[src/rtl/mem_arb_pkg.sv]
`default_nettype none
// ============================================================================
//  Module  : mem_arb_pkg
//  Purpose : Shared definitions for the data-memory port arbiter: FSM state
//            encoding, beat/word geometry and grant identifiers.
//  Ports   : none (package)
//  Rev     : 1.0  initial release
// ============================================================================
package mem_arb_pkg;

    // Default geometry: one 256-bit vector = 8 beats of 4-byte words.
    localparam int BEATS      = 8;
    localparam int WORD_BYTES = 4;

    // Identifiers held in the round-robin "last grant" register.
    localparam logic GRANT_S = 1'b0;
    localparam logic GRANT_V = 1'b1;

    typedef enum logic [2:0] {
        ST_IDLE    = 3'd0,
        ST_S_ISSUE = 3'd1,
        ST_S_CAPT  = 3'd2,
        ST_S_DONE  = 3'd3,
        ST_V_ISSUE = 3'd4,
        ST_V_CAPT  = 3'd5,
        ST_V_DONE  = 3'd6
    } arb_state_t;

endpackage : mem_arb_pkg
`default_nettype wire

[src/rtl/rr_arb2.sv]
`default_nettype none
// ============================================================================
//  Module  : rr_arb2
//  Purpose : Two-way round-robin arbiter (scalar vs vector). Grants are
//            combinational; the last-grant register only advances when the
//            owner accepts a grant (i_update) so priority flips per access.
//  Ports   : clk, rst      clock / asynchronous active-high reset
//            i_reqS/i_reqV request from scalar / vector side
//            i_update      grant is being consumed this cycle
//            o_grantS/V    one-hot (or zero) grant
//  Rev     : 1.0  initial release
// ============================================================================
module rr_arb2
    import mem_arb_pkg::*;
(
    input  logic clk,
    input  logic rst,
    input  logic i_reqS,
    input  logic i_reqV,
    input  logic i_update,
    output logic o_grantS,
    output logic o_grantV
);

    logic r_lastGrant;

    // A lone requester always wins; on a tie the side that did not win last
    // time gets the port.
    always_comb begin
        o_grantS = i_reqS & (~i_reqV | (r_lastGrant == GRANT_V));
        o_grantV = i_reqV & (~i_reqS | (r_lastGrant == GRANT_S));
    end

    // Reset value VEC makes the scalar side win the first tie.
    always_ff @(posedge clk or posedge rst) begin
        if (rst) begin
            r_lastGrant <= GRANT_V;
        end else if (i_update && (o_grantS || o_grantV)) begin
            r_lastGrant <= o_grantV ? GRANT_V : GRANT_S;
        end
    end

endmodule : rr_arb2
`default_nettype wire

[src/rtl/mem_port_arbiter.sv]
`default_nettype none
// ============================================================================
//  Module  : mem_port_arbiter
//  Purpose : Shares one 32-bit synchronous-read data-memory port between the
//            scalar pipeline (32-bit ld/st) and the vector pipeline
//            (256-bit vld/vst split into sequential word beats).
//  Ports   : clk, rst                  clock / async active-high reset
//            s_req/s_we/s_addr/s_wdata scalar request (held until s_ack)
//            s_rdata, s_ack, s_stall   scalar load data, done pulse, stall
//            v_req/v_we/v_addr/v_wdata vector request (held until v_ack)
//            v_rdata, v_ack, v_stall   vector load data, done pulse, stall
//            mem_en/we/addr/wdata      memory command (one source at a time)
//            mem_rdata                 memory read data, one cycle after mem_en
//            busy                      an access is in flight
//  Rev     : 1.0  initial release
// ============================================================================
module mem_port_arbiter
    import mem_arb_pkg::*;
#(
    parameter int DATA_W = WORD_BYTES * 8,
    parameter int VEC_W  = BEATS * WORD_BYTES * 8,
    parameter int ADDR_W = 32
) (
    input  logic              clk,
    input  logic              rst,
    // scalar side
    input  logic              s_req,
    input  logic              s_we,
    input  logic [ADDR_W-1:0] s_addr,
    input  logic [DATA_W-1:0] s_wdata,
    output logic [DATA_W-1:0] s_rdata,
    output logic              s_ack,
    output logic              s_stall,
    // vector side
    input  logic              v_req,
    input  logic              v_we,
    input  logic [ADDR_W-1:0] v_addr,
    input  logic [VEC_W-1:0]  v_wdata,
    output logic [VEC_W-1:0]  v_rdata,
    output logic              v_ack,
    output logic              v_stall,
    // memory port
    output logic              mem_en,
    output logic              mem_we,
    output logic [ADDR_W-1:0] mem_addr,
    output logic [DATA_W-1:0] mem_wdata,
    input  logic [DATA_W-1:0] mem_rdata,
    output logic              busy
);

    localparam int NUM_BEATS = VEC_W / DATA_W;
    localparam int BEAT_W    = (NUM_BEATS > 1) ? $clog2(NUM_BEATS) : 1;
    localparam int WORD_LSB  = $clog2(DATA_W / 8);
    localparam int VEC_LSB   = $clog2(VEC_W / 8);
    localparam logic [BEAT_W-1:0] LAST_BEAT = BEAT_W'(NUM_BEATS - 1);

    arb_state_t        r_state;
    arb_state_t        w_nextState;
    logic [BEAT_W-1:0] r_beat;
    logic [BEAT_W-1:0] r_capIdx;
    logic              r_capVld;
    logic              w_grantS;
    logic              w_grantV;
    logic              w_inIdle;
    logic [ADDR_W-1:0] w_sWordAddr;
    logic [ADDR_W-1:0] w_vBase;
    logic [ADDR_W-1:0] w_beatOff;
    logic              w_unused;

    // Sub-word / sub-vector address bits are ignored by design.
    assign w_unused = ^{s_addr[WORD_LSB-1:0], v_addr[VEC_LSB-1:0]};

    assign w_inIdle = (r_state == ST_IDLE);

    rr_arb2 u_rrArb (
        .clk      (clk),
        .rst      (rst),
        .i_reqS   (s_req),
        .i_reqV   (v_req),
        .i_update (w_inIdle),
        .o_grantS (w_grantS),
        .o_grantV (w_grantV)
    );

    // ------------------------------------------------------------------
    // State register
    // ------------------------------------------------------------------
    always_ff @(posedge clk or posedge rst) begin
        if (rst) begin
            r_state <= ST_IDLE;
        end else begin
            r_state <= w_nextState;
        end
    end

    always_comb begin
        w_nextState = r_state;
        case (r_state)
            ST_IDLE: begin
                if (w_grantS) begin
                    w_nextState = ST_S_ISSUE;
                end else if (w_grantV) begin
                    w_nextState = ST_V_ISSUE;
                end
            end
            ST_S_ISSUE: w_nextState = ST_S_CAPT;
            ST_S_CAPT:  w_nextState = ST_S_DONE;
            ST_S_DONE:  w_nextState = ST_IDLE;
            ST_V_ISSUE: begin
                if (r_beat == LAST_BEAT) begin
                    w_nextState = ST_V_CAPT;
                end
            end
            ST_V_CAPT:  w_nextState = ST_V_DONE;
            ST_V_DONE:  w_nextState = ST_IDLE;
            default:    w_nextState = ST_IDLE;
        endcase
    end

    // ------------------------------------------------------------------
    // Beat counter and read-data capture pipeline
    // ------------------------------------------------------------------
    always_ff @(posedge clk or posedge rst) begin
        if (rst) begin
            r_beat <= '0;
        end else if (r_state == ST_V_ISSUE) begin
            r_beat <= (r_beat == LAST_BEAT) ? '0 : r_beat + BEAT_W'(1);
        end else if (r_state == ST_V_DONE) begin
            r_beat <= '0;
        end
    end

    // The RAM answers one cycle after the command, so the beat index is
    // delayed by one cycle to steer each returning word into its lane. The
    // final beat lands during V_CAPT through this same path.
    always_ff @(posedge clk or posedge rst) begin
        if (rst) begin
            r_capVld <= 1'b0;
            r_capIdx <= '0;
        end else begin
            r_capVld <= (r_state == ST_V_ISSUE);
            r_capIdx <= r_beat;
        end
    end

    always_ff @(posedge clk or posedge rst) begin
        if (rst) begin
            v_rdata <= '0;
        end else if (r_capVld) begin
            v_rdata[r_capIdx*DATA_W +: DATA_W] <= mem_rdata;
        end
    end

    // Captured on stores too; the value is simply not meaningful then.
    always_ff @(posedge clk or posedge rst) begin
        if (rst) begin
            s_rdata <= '0;
        end else if (r_state == ST_S_CAPT) begin
            s_rdata <= mem_rdata;
        end
    end

    // ------------------------------------------------------------------
    // Memory command: decoded from state only, so an asynchronous reset
    // removes mem_en in the same cycle.
    // ------------------------------------------------------------------
    assign w_sWordAddr = {s_addr[ADDR_W-1:WORD_LSB], {WORD_LSB{1'b0}}};
    assign w_vBase     = {v_addr[ADDR_W-1:VEC_LSB], {VEC_LSB{1'b0}}};
    assign w_beatOff   = ADDR_W'(r_beat) << WORD_LSB;

    always_comb begin
        mem_en    = 1'b0;
        mem_we    = 1'b0;
        mem_addr  = '0;
        mem_wdata = '0;
        case (r_state)
            ST_S_ISSUE: begin
                mem_en    = 1'b1;
                mem_we    = s_we;
                mem_addr  = w_sWordAddr;
                mem_wdata = s_wdata;
            end
            ST_V_ISSUE: begin
                mem_en    = 1'b1;
                mem_we    = v_we;
                mem_addr  = w_vBase + w_beatOff;   // wraps mod 2^ADDR_W
                mem_wdata = v_wdata[r_beat*DATA_W +: DATA_W];
            end
            default: begin
                mem_en = 1'b0;
            end
        endcase
    end

    // ------------------------------------------------------------------
    // Handshake / status
    // ------------------------------------------------------------------
    assign s_ack   = (r_state == ST_S_DONE);
    assign v_ack   = (r_state == ST_V_DONE);
    assign s_stall = s_req & ~s_ack;
    assign v_stall = v_req & ~v_ack;
    assign busy    = ~w_inIdle;

endmodule : mem_port_arbiter
`default_nettype wire

[config.mk]
export PLATFORM = sky130hd
export DESIGN_NAME = mem_port_arbiter
export DESIGN_NICKNAME = d
export VERILOG_FILES = /design/src/rtl/mem_arb_pkg.sv /design/src/rtl/rr_arb2.sv /design/src/rtl/mem_port_arbiter.sv
export SDC_FILE = /design/constraint.sdc
export NUM_CORES = 1
export LEC_CHECK = 0
export ABC_AREA = 1
export ABC_CLOCK_PERIOD_IN_PS = 11600
export CAP_MARGIN = 10
export CORE_AREA = 10 10 286 288
export CTS_CLUSTER_DIAMETER = 120
export CTS_CLUSTER_SIZE = 8
export DETAILED_ROUTE_END_ITERATION = 8
export DIE_AREA = 0 0 296 298
export HOLD_SLACK_MARGIN = 0.02
export PLACE_DENSITY = 0.54
export SYNTH_ARGS = -nofsm -noshare
export SYNTH_HDL_FRONTEND = slang
export SYNTH_SLANG_ARGS = --single-unit
[constraint.sdc]
create_clock -name clk -period 11.6 [get_ports clk]
set_input_delay 3.48 -clock clk [delete_from_list [all_inputs] [get_ports clk]]
set_output_delay 3.48 -clock clk [all_outputs]
set_load 0.01 [all_outputs]
==> flow_metrics.tcl, run 1 <==
set metrics [dict create \
    dpl_worst_slack_ns 2.73 \
    p_total_mw 7.08 \
    layout-area-overhead-vs-synth_pct 60.2 \
    initial_utilization 0.204 \
    pwr_density_cell_nw_per_um2 286 \
    via_count 17200 \
    actual_transition_at_the_worst_max_transition_pin_ns 1.08 \
    avgRoutedWirePerCell_um 25.6 \
    rsz_0062_raised_after_global_routing "no" \
    syn_avg_cell_area_um2 7.37 \
    post-synth-top-count-cell "sky130_fd_sc_hd__nand2_1" \
    horiz_die_dim_um 296 \
    cts-hold-fix-buffers 0 \
    max_freq_mhz 112 \
    maxSlewViolCount 0 \
    layout_min_cycle_time_ns 8.91 \
    cts_buffer_depth 3 \
    status "finished clean" \
    core_region_area_um2 75700 \
    first_global_vias 17300 \
    fraction_of_synthesis_flops_using_an_asynchronous_set_or_reset_pin 1.00 \
    drt-pass1-iter-count 8 \
    slew_headroom 0.278 \
    yosysTopAreaCell "sky130_fd_sc_hd__dfrtp_1" \
    final_replace_weighted_congestion 0.919 \
    min_path_type "register to register" \
    ios 749 \
    final-setup-viol-count 0 \
    dp_cells 3683 \
    grt_first_pass_wirelength_mm 134 \
    htree_levels 2 \
    hpwl_mm 72.3 \
    utilization 0.327 \
    port_buffers 739 \
    max_vdd_drop_mv 0.190 \
    min_delay_path_depth 0 \
    synth_warnings 0 \
    cts_tree "done" \
    timing.critical_path.required_ns 8.12 \
    post_cts_buffers 0 \
    worst-setup-path-type "primary input to output port" \
    clk_pin_slew_ns 0.06 \
    reported_leakage_power_nw 10.8 \
    finalClockSkew_ns 0.0185 \
    crit_path_start_kind "primary input" \
    accumulated_negative_setup_slack_ns 0 \
    final_hold_violation_count 0 \
    maximum_number_of_pins_on_one_net_before_global_route_repair 151 \
    detail_route.iter0.violations 1032 \
    cts.sink_count 299 \
    track_usage 0.208 \
    synth.lib_cells_used.distinct 35 \
    netlist_area_um2 15500 \
    placementRows 101 \
    worstSetupEndpointType "output port" \
    detail_route.vias_per_cell 4.58 \
    ff2ff_path_depth 10 \
    synthesis.instances 2098 \
    nFillCells 8085 \
    min_period_over_period 0.768 \
    cts-buffers-inserted 43 \
    route.antenna.remaining_nets 0 \
    clkLatencyLatePin_ns 0.57 \
    drc_errors 0 \
    dieArea_um2 88200 \
    synth.cells.most_frequent "769 x sky130_fd_sc_hd__nand2_1, 298 x sky130_fd_sc_hd__dfrtp_1, 231 x sky130_fd_sc_hd__nand3_1" \
    yosys.area.top_type_share 0.482 \
    post_layout_nonfiller_instances 3751 \
    critical_path.max_fanout 1 \
    arrival_ns 5.43 \
    design.final.nets 3145 \
    synth-edff-count 0 \
    ys_top_cells_by_area "sky130_fd_sc_hd__dfrtp_1 48%, sky130_fd_sc_hd__nand2_1 19%, sky130_fd_sc_hd__nand3_1 7.5%" \
    grt_antenna_before_repair 31 \
    synthFlopType "sky130_fd_sc_hd__dfrtp_1" \
    final_layout_size_suffix_gt1_frac 0.0428 \
    synth.ff_latch_count 299 \
    cap_violations 0 \
    yosysSeqAreaShare 0.484 \
    cts-resized-gates 0 \
    routed_wirelength_mm 95.9 \
    globalRouteOverflowTotal 0 \
    setup_ws_ns 2.69 \
    cts-root-buf "sky130_fd_sc_hd__clkbuf_16" \
    die-height_um 298 \
]
## stage by stage
step                hold WS, ns  instance area [µm²]
floorplan                 0.393                15500
global placement          0.454                23600
detailed placement        0.460                23600
CTS                       0.471                24700
global route              0.488                24800
finish                    0.468                24800
## per-layer routing
metal | share of wire | up-vias | GRT usage | wire (µm)
met5 | 0.00028 | - | 0 | 27
met4 | 0.033 | 4 | 0.0716 | 3190
met3 | 0.082 | 146 | 0.0619 | 7900
met2 | 0.51 | 678 | 0.371 | 48400
met1 | 0.38 | 8230 | 0.232 | 36300
li1 | - | 8112 | - | -
## logic make-up after synthesis
| family | count (synthesis) | synth area share |
|---|---|---|
| other | 1 | 0.000242 |
| adders and majority gates | 5 | 0.00405 |
| AOI/OAI and AO/OA | 257 | 0.0901 |
| DFF | 299 | 0.484 |
| buffers and inverters | 230 | 0.0676 |
| and+or+nand+nor | 1306 | 0.354 |
## final cells by class
class                           count  area (µm²)  area share
Multi-Input combinational cell   1570        6970       0.281
Clock buffer                       48        1100      0.0446
Antenna cell                       16        40.0     0.00162
Tap cell                          978        1220      0.0494
Clock inverter                      4        60.1     0.00242
Sequential cell                   299        7490       0.302
Timing Repair Buffer              763        7590       0.306
Inverter                           73         288      0.0116
## worst paths after layout
check                            start      endpoint  slack (ns)
setup / recovery           v_wdata[37]  mem_wdata[5]        2.69
hold / removal               r_beat[2]   r_capIdx[2]        0.47
setup reg to reg           r_capIdx[0]   v_rdata[96]        7.14
hold reg to reg              r_beat[2]   r_capIdx[2]        0.47
max in group asynchronous          rst      r_capVld        6.70
min in group asynchronous          rst   v_rdata[47]        3.43
## power breakdown
part | switching [mW] | internal, mW
logic | 2.38 | 1.66
clock network | 0.502 | 0.668
registers | 0.324 | 1.55
## registers in the layout (all words and copies together), names as in the netlist
register,count
r_capIdx,3
v_rdata,256
u_rrArb.r_lastGrant,1
r_beat,3
s_rdata,32
r_state,3
r_capVld,1
## worst max-delay path, stage by stage
cell                              delay [ns]
sky130_fd_sc_hd__clkdlybuf4s50_1        0.39
sky130_fd_sc_hd__o21ai_0                0.79
sky130_fd_sc_hd__nand2_1                0.11
sky130_fd_sc_hd__nand2_1                0.09
sky130_fd_sc_hd__nand3_1                0.07
sky130_fd_sc_hd__clkdlybuf4s50_1        0.49
## cells in the final DEF (no fill, tap or decap), types with 3 or more instances in the layout
cell | Yosys | final
sky130_fd_sc_hd__nand4_2 | 3 | 3
sky130_fd_sc_hd__ha_1 | 5 | 3
sky130_fd_sc_hd__nor2_4 | 2 | 3
sky130_fd_sc_hd__o21ai_0 | 177 | 177
sky130_fd_sc_hd__clkbuf_1 | 55 | 4
sky130_fd_sc_hd__o21ai_1 | 49 | 49
sky130_fd_sc_hd__nor2_1 | 207 | 206
sky130_fd_sc_hd__dfrtp_1 | 298 | 295
sky130_fd_sc_hd__a22o_1 | 28 | 28
sky130_fd_sc_hd__clkbuf_16 | 0 | 43
sky130_fd_sc_hd__inv_2 | 10 | 11
sky130_fd_sc_hd__buf_4 | 24 | 23
sky130_fd_sc_hd__nand2_2 | 6 | 6
sky130_fd_sc_hd__nand2_1 | 769 | 769
sky130_fd_sc_hd__nor2_2 | 5 | 5
sky130_fd_sc_hd__diode_2 | 0 | 16
sky130_fd_sc_hd__nor3_1 | 38 | 38
sky130_fd_sc_hd__nand4_1 | 35 | 35
sky130_fd_sc_hd__nand3_2 | 3 | 3
sky130_fd_sc_hd__inv_1 | 60 | 57
sky130_fd_sc_hd__clkdlybuf4s50_1 | 0 | 739
sky130_fd_sc_hd__nand3_1 | 231 | 231
(Power assumes the default switching activity.)
==> run 2, diff against run 1 <==
Settings changed: ABC_CLOCK_PERIOD_IN_PS 11600 to 7550.
Clock period 11.6 ns to 7.55 ns, I/O delays scaled along.
==> flow_metrics.tcl, run 2 (synthesis results as in run 1) <==
set metrics [dict create \
    die-height_um 298 \
    critPathTopFamily "buffers and inverters" \
    max_freq_mhz 156 \
    cp.buffers_inverters 2 \
    detail_route.vias_per_cell 4.58 \
    grt_antenna_before_repair 31 \
    reported_leakage_power_nw 10.8 \
    cts-buffers-inserted 43 \
    first_global_vias 17700 \
    regMostFlops "v_rdata" \
    maxSlewViolCount 0 \
    track_usage 0.208 \
    placementRows 101 \
    crit_cells 6 \
    post_cts_buffers 0 \
    largest_register_ff_count 256 \
    nFillCells 8158 \
    min_path_type "register to register" \
    met3WireLength_mm 8.30 \
    layout_min_cycle_time_ns 6.40 \
    timing.critical_path.required_ns 5.29 \
    cts.sink_count 299 \
    cts-resized-gates 0 \
    max_vdd_drop_mv 0.260 \
    final_replace_weighted_congestion 0.906 \
    final_cell_mix "769 x sky130_fd_sc_hd__nand2_1, 739 x sky130_fd_sc_hd__clkdlybuf4s50_1, 295 x sky130_fd_sc_hd__dfrtp_1" \
    rsz_0062_raised_after_global_routing "no" \
    routed.top_layer "met5" \
    final_hold_violation_count 0 \
    clkLatencyLatePin_ns 0.57 \
    grt_first_pass_wirelength_mm 134 \
    final-setup-viol-count 0 \
    design.final.nets 3147 \
    actual_transition_at_the_worst_max_transition_pin_ns 1.07 \
    critical_path.max_fanout 1 \
    dieArea_um2 88200 \
    dpl_worst_slack_ns 1.16 \
    routed_wirelength_mm 95.8 \
    arrival_ns 4.14 \
    slew_headroom 0.283 \
    layout.cells.most_common "sky130_fd_sc_hd__nand2_1" \
    detail_route.iter0.violations 1048 \
    ios 749 \
    maximum_number_of_pins_on_one_net_before_global_route_repair 147 \
    largest_registers "v_rdata (256), s_rdata (32)" \
    final_layout_size_suffix_gt1_frac 0.0431 \
    worst-setup-path-type "primary input to output port" \
    cts_tree "done" \
    avgRoutedWirePerCell_um 25.5 \
    crit_path_start_kind "primary input" \
    critical-path-slowest-cell "sky130_fd_sc_hd__o21ai_0" \
    cts_buffer_depth 3 \
    htree_levels 2 \
    cts-hold-fix-buffers 0 \
    layout-area-overhead-vs-synth_pct 60.3 \
    hpwl_mm 72.4 \
    drc_errors 0 \
    pwr_density_cell_nw_per_um2 438 \
    critical_path.cell_chain "clkdlybuf4s50_1 -> o21ai_0 -> nand2_1 -> nand2_1 -> nand3_1 -> clkdlybuf4s50_1" \
    initial_utilization 0.204 \
    drt-pass1-iter-count 5 \
    finalClockSkew_ns 0.0249 \
    clk_pin_slew_ns 0.05 \
    cpPeakStageDelay_ns 0.65 \
    globalRouteOverflowTotal 0 \
    via_count 17200 \
    min_delay_path_depth 2 \
    route.antenna.remaining_nets 0 \
    status "finished clean" \
    accumulated_negative_setup_slack_ns 0 \
    core_region_area_um2 75700 \
    horiz_die_dim_um 296 \
    worstSetupEndpointType "output port" \
    cap_violations 0 \
    port_buffers 739 \
    cts-root-buf "sky130_fd_sc_hd__clkbuf_16" \
    ff2ff_path_depth 10 \
    dr_wl_met2_mm 47.9 \
    min_period_over_period 0.848 \
    drt-met1-wl_mm 35.4 \
    setup_ws_ns 1.15 \
]
-- run 2: path summary, 6_finish.rpt --
| kind | endpoint | from | slack (ns) |
|---|---|---|---|
| worst max-delay path | mem_wdata[6] | v_wdata[38] | 1.15 |
| worst min-delay path | u_rrArb.r_lastGrant | u_rrArb.r_lastGrant | 0.47 |
| worst max register to register | v_rdata[116] | r_capIdx[0] | 3.00 |
| worst min register to register | u_rrArb.r_lastGrant | u_rrArb.r_lastGrant | 0.47 |
| max in group asynchronous | v_rdata[196] | rst | 3.97 |
| min in group asynchronous | v_rdata[244] | rst | 2.21 |
-- run 2: layout make-up --
class,instances,area [µm²],share of cell area
Tap cell,978,1220,0.0494
Antenna cell,14,35.0,0.00141
Timing Repair Buffer,765,7630,0.308
Multi-Input combinational cell,1570,6970,0.281
Sequential cell,299,7490,0.302
Clock buffer,48,1090,0.0442
Inverter,73,288,0.0116
Clock inverter,4,62.6,0.00252
-- run 2: per-stage QoR --
stage	power, mW	std cells	utilization	hold slack, ns	area, µm²
6_report	10.9	3751	0.328	0.465	24800
2_1_floorplan	5.67	2099	-	0.393	15500
5_1_grt	11.6	3750	0.328	0.479	24800
3_3_place_gp	9.16	3685	0.312	0.448	23600
3_5_place_dp	9.18	3685	0.312	0.449	23600
4_1_cts	11.0	3737	0.327	0.463	24800
-- run 2: routing by layer --
metal,GRT usage,vias up
met5,0,-
met4,0.0897,2
met3,0.0633,153
met2,0.369,698
met1,0.225,8217
li1,-,8093
-- run 2: power by group --
part           switching [mW]  total [mW]  internal [mW]
logic                    3.64        6.21           2.57
registers               0.488        2.86           2.38
clock network           0.765        1.78           1.02
-- run 2: worst reg2reg max path, stage by stage (launching register included) --
cell and delay (ns):
sky130_fd_sc_hd__dfrtp_1 0.33, sky130_fd_sc_hd__buf_4 0.36, sky130_fd_sc_hd__inv_6 0.26, sky130_fd_sc_hd__ha_4 0.24
sky130_fd_sc_hd__ha_4 0.47, sky130_fd_sc_hd__buf_4 0.71, sky130_fd_sc_hd__nand3_2 0.45, sky130_fd_sc_hd__nor2_4 0.80
sky130_fd_sc_hd__inv_2 0.56, sky130_fd_sc_hd__nand2_1 0.20, sky130_fd_sc_hd__nand2_1 0.07
==> run 3, diff against run 2 <==
Settings changed: ABC_CLOCK_PERIOD_IN_PS 7550 to 6650, CORE_AREA 10 10 286 288 to 10 10 280 282, DIE_AREA 0 0 296 298 to 0 0 290 292.
Clock period 7.55 ns to 6.65 ns, I/O delays scaled along.
==> flow_metrics.tcl, run 3 (synthesis results as in run 1) <==
set metrics [dict create \
    globalRouteOverflowTotal 0 \
    source_of_the_worst_hold_timing_path "v_rdata[137]" \
    route.antenna.remaining_nets 0 \
    final_hold_violation_count 0 \
    finalClockSkew_ns 0.0191 \
    max_vdd_drop_mv 0.323 \
    slew_headroom 0.258 \
    pwr_density_cell_nw_per_um2 499 \
    min_period_over_period 0.899 \
    placementRows 99 \
    post_layout_nonfiller_instances 3732 \
    regMostFlops "v_rdata" \
    reported_leakage_power_nw 10.8 \
    critPathLaunch "v_wdata[4]" \
    worstSetupEndpointType "output port" \
    final_cell_mix "769 x sky130_fd_sc_hd__nand2_1, 739 x sky130_fd_sc_hd__clkdlybuf4s50_1, 295 x sky130_fd_sc_hd__dfrtp_1" \
    detail_route.iter0.violations 1081 \
    min_delay_path_depth 2 \
    layout-area-overhead-vs-synth_pct 60.3 \
    via_count 17200 \
    dp_cells 3671 \
    port_buffers 739 \
    largest_register_ff_count 256 \
    power.share.sequential 0.265 \
    core_region_area_um2 72600 \
    setup_ws_ns 0.675 \
    design.final.nets 3152 \
    origin_of_the_critical_flop_to_flop_path "r_capIdx[0]" \
    maximum_number_of_pins_on_one_net_before_global_route_repair 128 \
    grt_first_pass_wirelength_mm 133 \
    horiz_die_dim_um 290 \
    final_layout_size_suffix_gt1_frac 0.0448 \
    cpPeakStageDelay_ns 0.59 \
    actual_transition_at_the_worst_max_transition_pin_ns 1.11 \
    post_cts_buffers 0 \
    min_path_type "register to register" \
    p_clk_frac 0.166 \
    total_switching_power_mw 5.55 \
    first_global_vias 17600 \
    final_replace_weighted_congestion 0.900 \
    arrival_ns 3.98 \
    track_usage 0.212 \
    worst-setup-path-type "primary input to output port" \
    cts.sink_count 299 \
    cts-hold-fix-buffers 0 \
    final-setup-viol-count 0 \
    crit_path_start_kind "primary input" \
    cap_violations 0 \
    timing.critical_path.required_ns 4.66 \
    hold_slack_ns 0.468 \
    grt_antenna_before_repair 25 \
    dieArea_um2 84700 \
    nFillCells 7876 \
    critical_path.max_fanout 1 \
    rsz_0062_raised_after_global_routing "no" \
    power.switching_fraction 0.449 \
    status "finished clean" \
    drt-pass1-iter-count 5 \
    initial_utilization 0.213 \
    largest_registers "v_rdata (256), s_rdata (32)" \
    layout_min_cycle_time_ns 5.98 \
    drc_errors 0 \
    avgRoutedWirePerCell_um 25.2 \
    max_freq_mhz 167 \
    cts-buffers-inserted 43 \
    maxSlewViolCount 0 \
    routed_wirelength_mm 94.2 \
    cts_tree "done" \
    cts-resized-gates 0 \
    hpwl_mm 72.0 \
    detail_route.vias_per_cell 4.61 \
    layout.cells.most_common "sky130_fd_sc_hd__nand2_1" \
    share_comb_of_total_power 0.569 \
    accumulated_negative_setup_slack_ns 0 \
    critical-path-slowest-cell "sky130_fd_sc_hd__clkdlybuf4s50_1" \
    cts-root-buf "sky130_fd_sc_hd__clkbuf_16" \
    power.internal_mw 6.81 \
    ios 749 \
    htree_levels 2 \
    clkLatencyLatePin_ns 0.57 \
    clk_pin_slew_ns 0.05 \
    dpl_worst_slack_ns 0.648 \
    die-height_um 292 \
    critical_path.cell_chain "clkdlybuf4s50_1 -> nor2_1 -> nor2_1 -> o21ai_0 -> buf_4 -> nand2_1 -> nand2_1 -> nand3_1 -> clkdlybuf4s50_1" \
    cts_buffer_depth 3 \
    ff2ff_path_depth 9 \
]
[run 3: path summary, 6_finish.rpt]
check | endpoint | slack (ns)
setup reg to reg | v_rdata[64] | 2.68
hold reg to reg | v_rdata[137] | 0.47
max in group asynchronous | r_beat[0] | 3.66
hold / removal | v_rdata[137] | 0.47
min in group asynchronous | v_rdata[44] | 1.81
setup / recovery | mem_wdata[4] | 0.67
[run 3: power by group through the flow]
stage | registers (mW) | clock network (mW) | logic (mW)
floorplan | 3.55 | 0 | 2.89
global placement | 3.27 | 0 | 7.14
detailed placement | 3.28 | 0 | 7.14
CTS | 3.27 | 2.12 | 7.17
global route | 3.38 | 2.19 | 7.64
finish | 3.27 | 2.06 | 7.03
[run 3: worst max-delay path: cells and delay by family]
kind | cells | cell delay [ns]
AO/OA/AOI/OAI | 1 | 0.27
buffers and inverters | 3 | 1.29
AND/OR/NAND/NOR | 5 | 0.41
[run 3: area by class of cell]
cell class	count	area, µm²	share of cell area
Timing Repair Buffer	770	7640	0.308
Tap cell	959	1200	0.0484
Multi-Input combinational cell	1570	6970	0.281
Antenna cell	8	20.0	0.000808
Inverter	73	288	0.0116
Sequential cell	299	7490	0.302
Clock inverter	2	27.5	0.00111
Clock buffer	51	1150	0.0463
[run 3: metal layers]
metal | routed length, µm | share of wire | vias to the layer above | track usage
met2 | 46700 | 0.50 | 707 | 0.375
met4 | 3390 | 0.036 | 6 | 0.0746
li1 | - | - | 8099 | -
met5 | 34 | 0.00036 | - | 0
met3 | 7680 | 0.082 | 146 | 0.0669
met1 | 36300 | 0.39 | 8262 | 0.238
[run 3: metrics by stage]
stage	power, mW	instance area [µm²]	util
6_report	12.4	24800	0.341
5_1_grt	13.2	24800	0.341
4_1_cts	12.6	24800	0.341
3_5_place_dp	10.4	23600	0.325
3_3_place_gp	10.4	23600	0.325
2_1_floorplan	6.43	15500	-
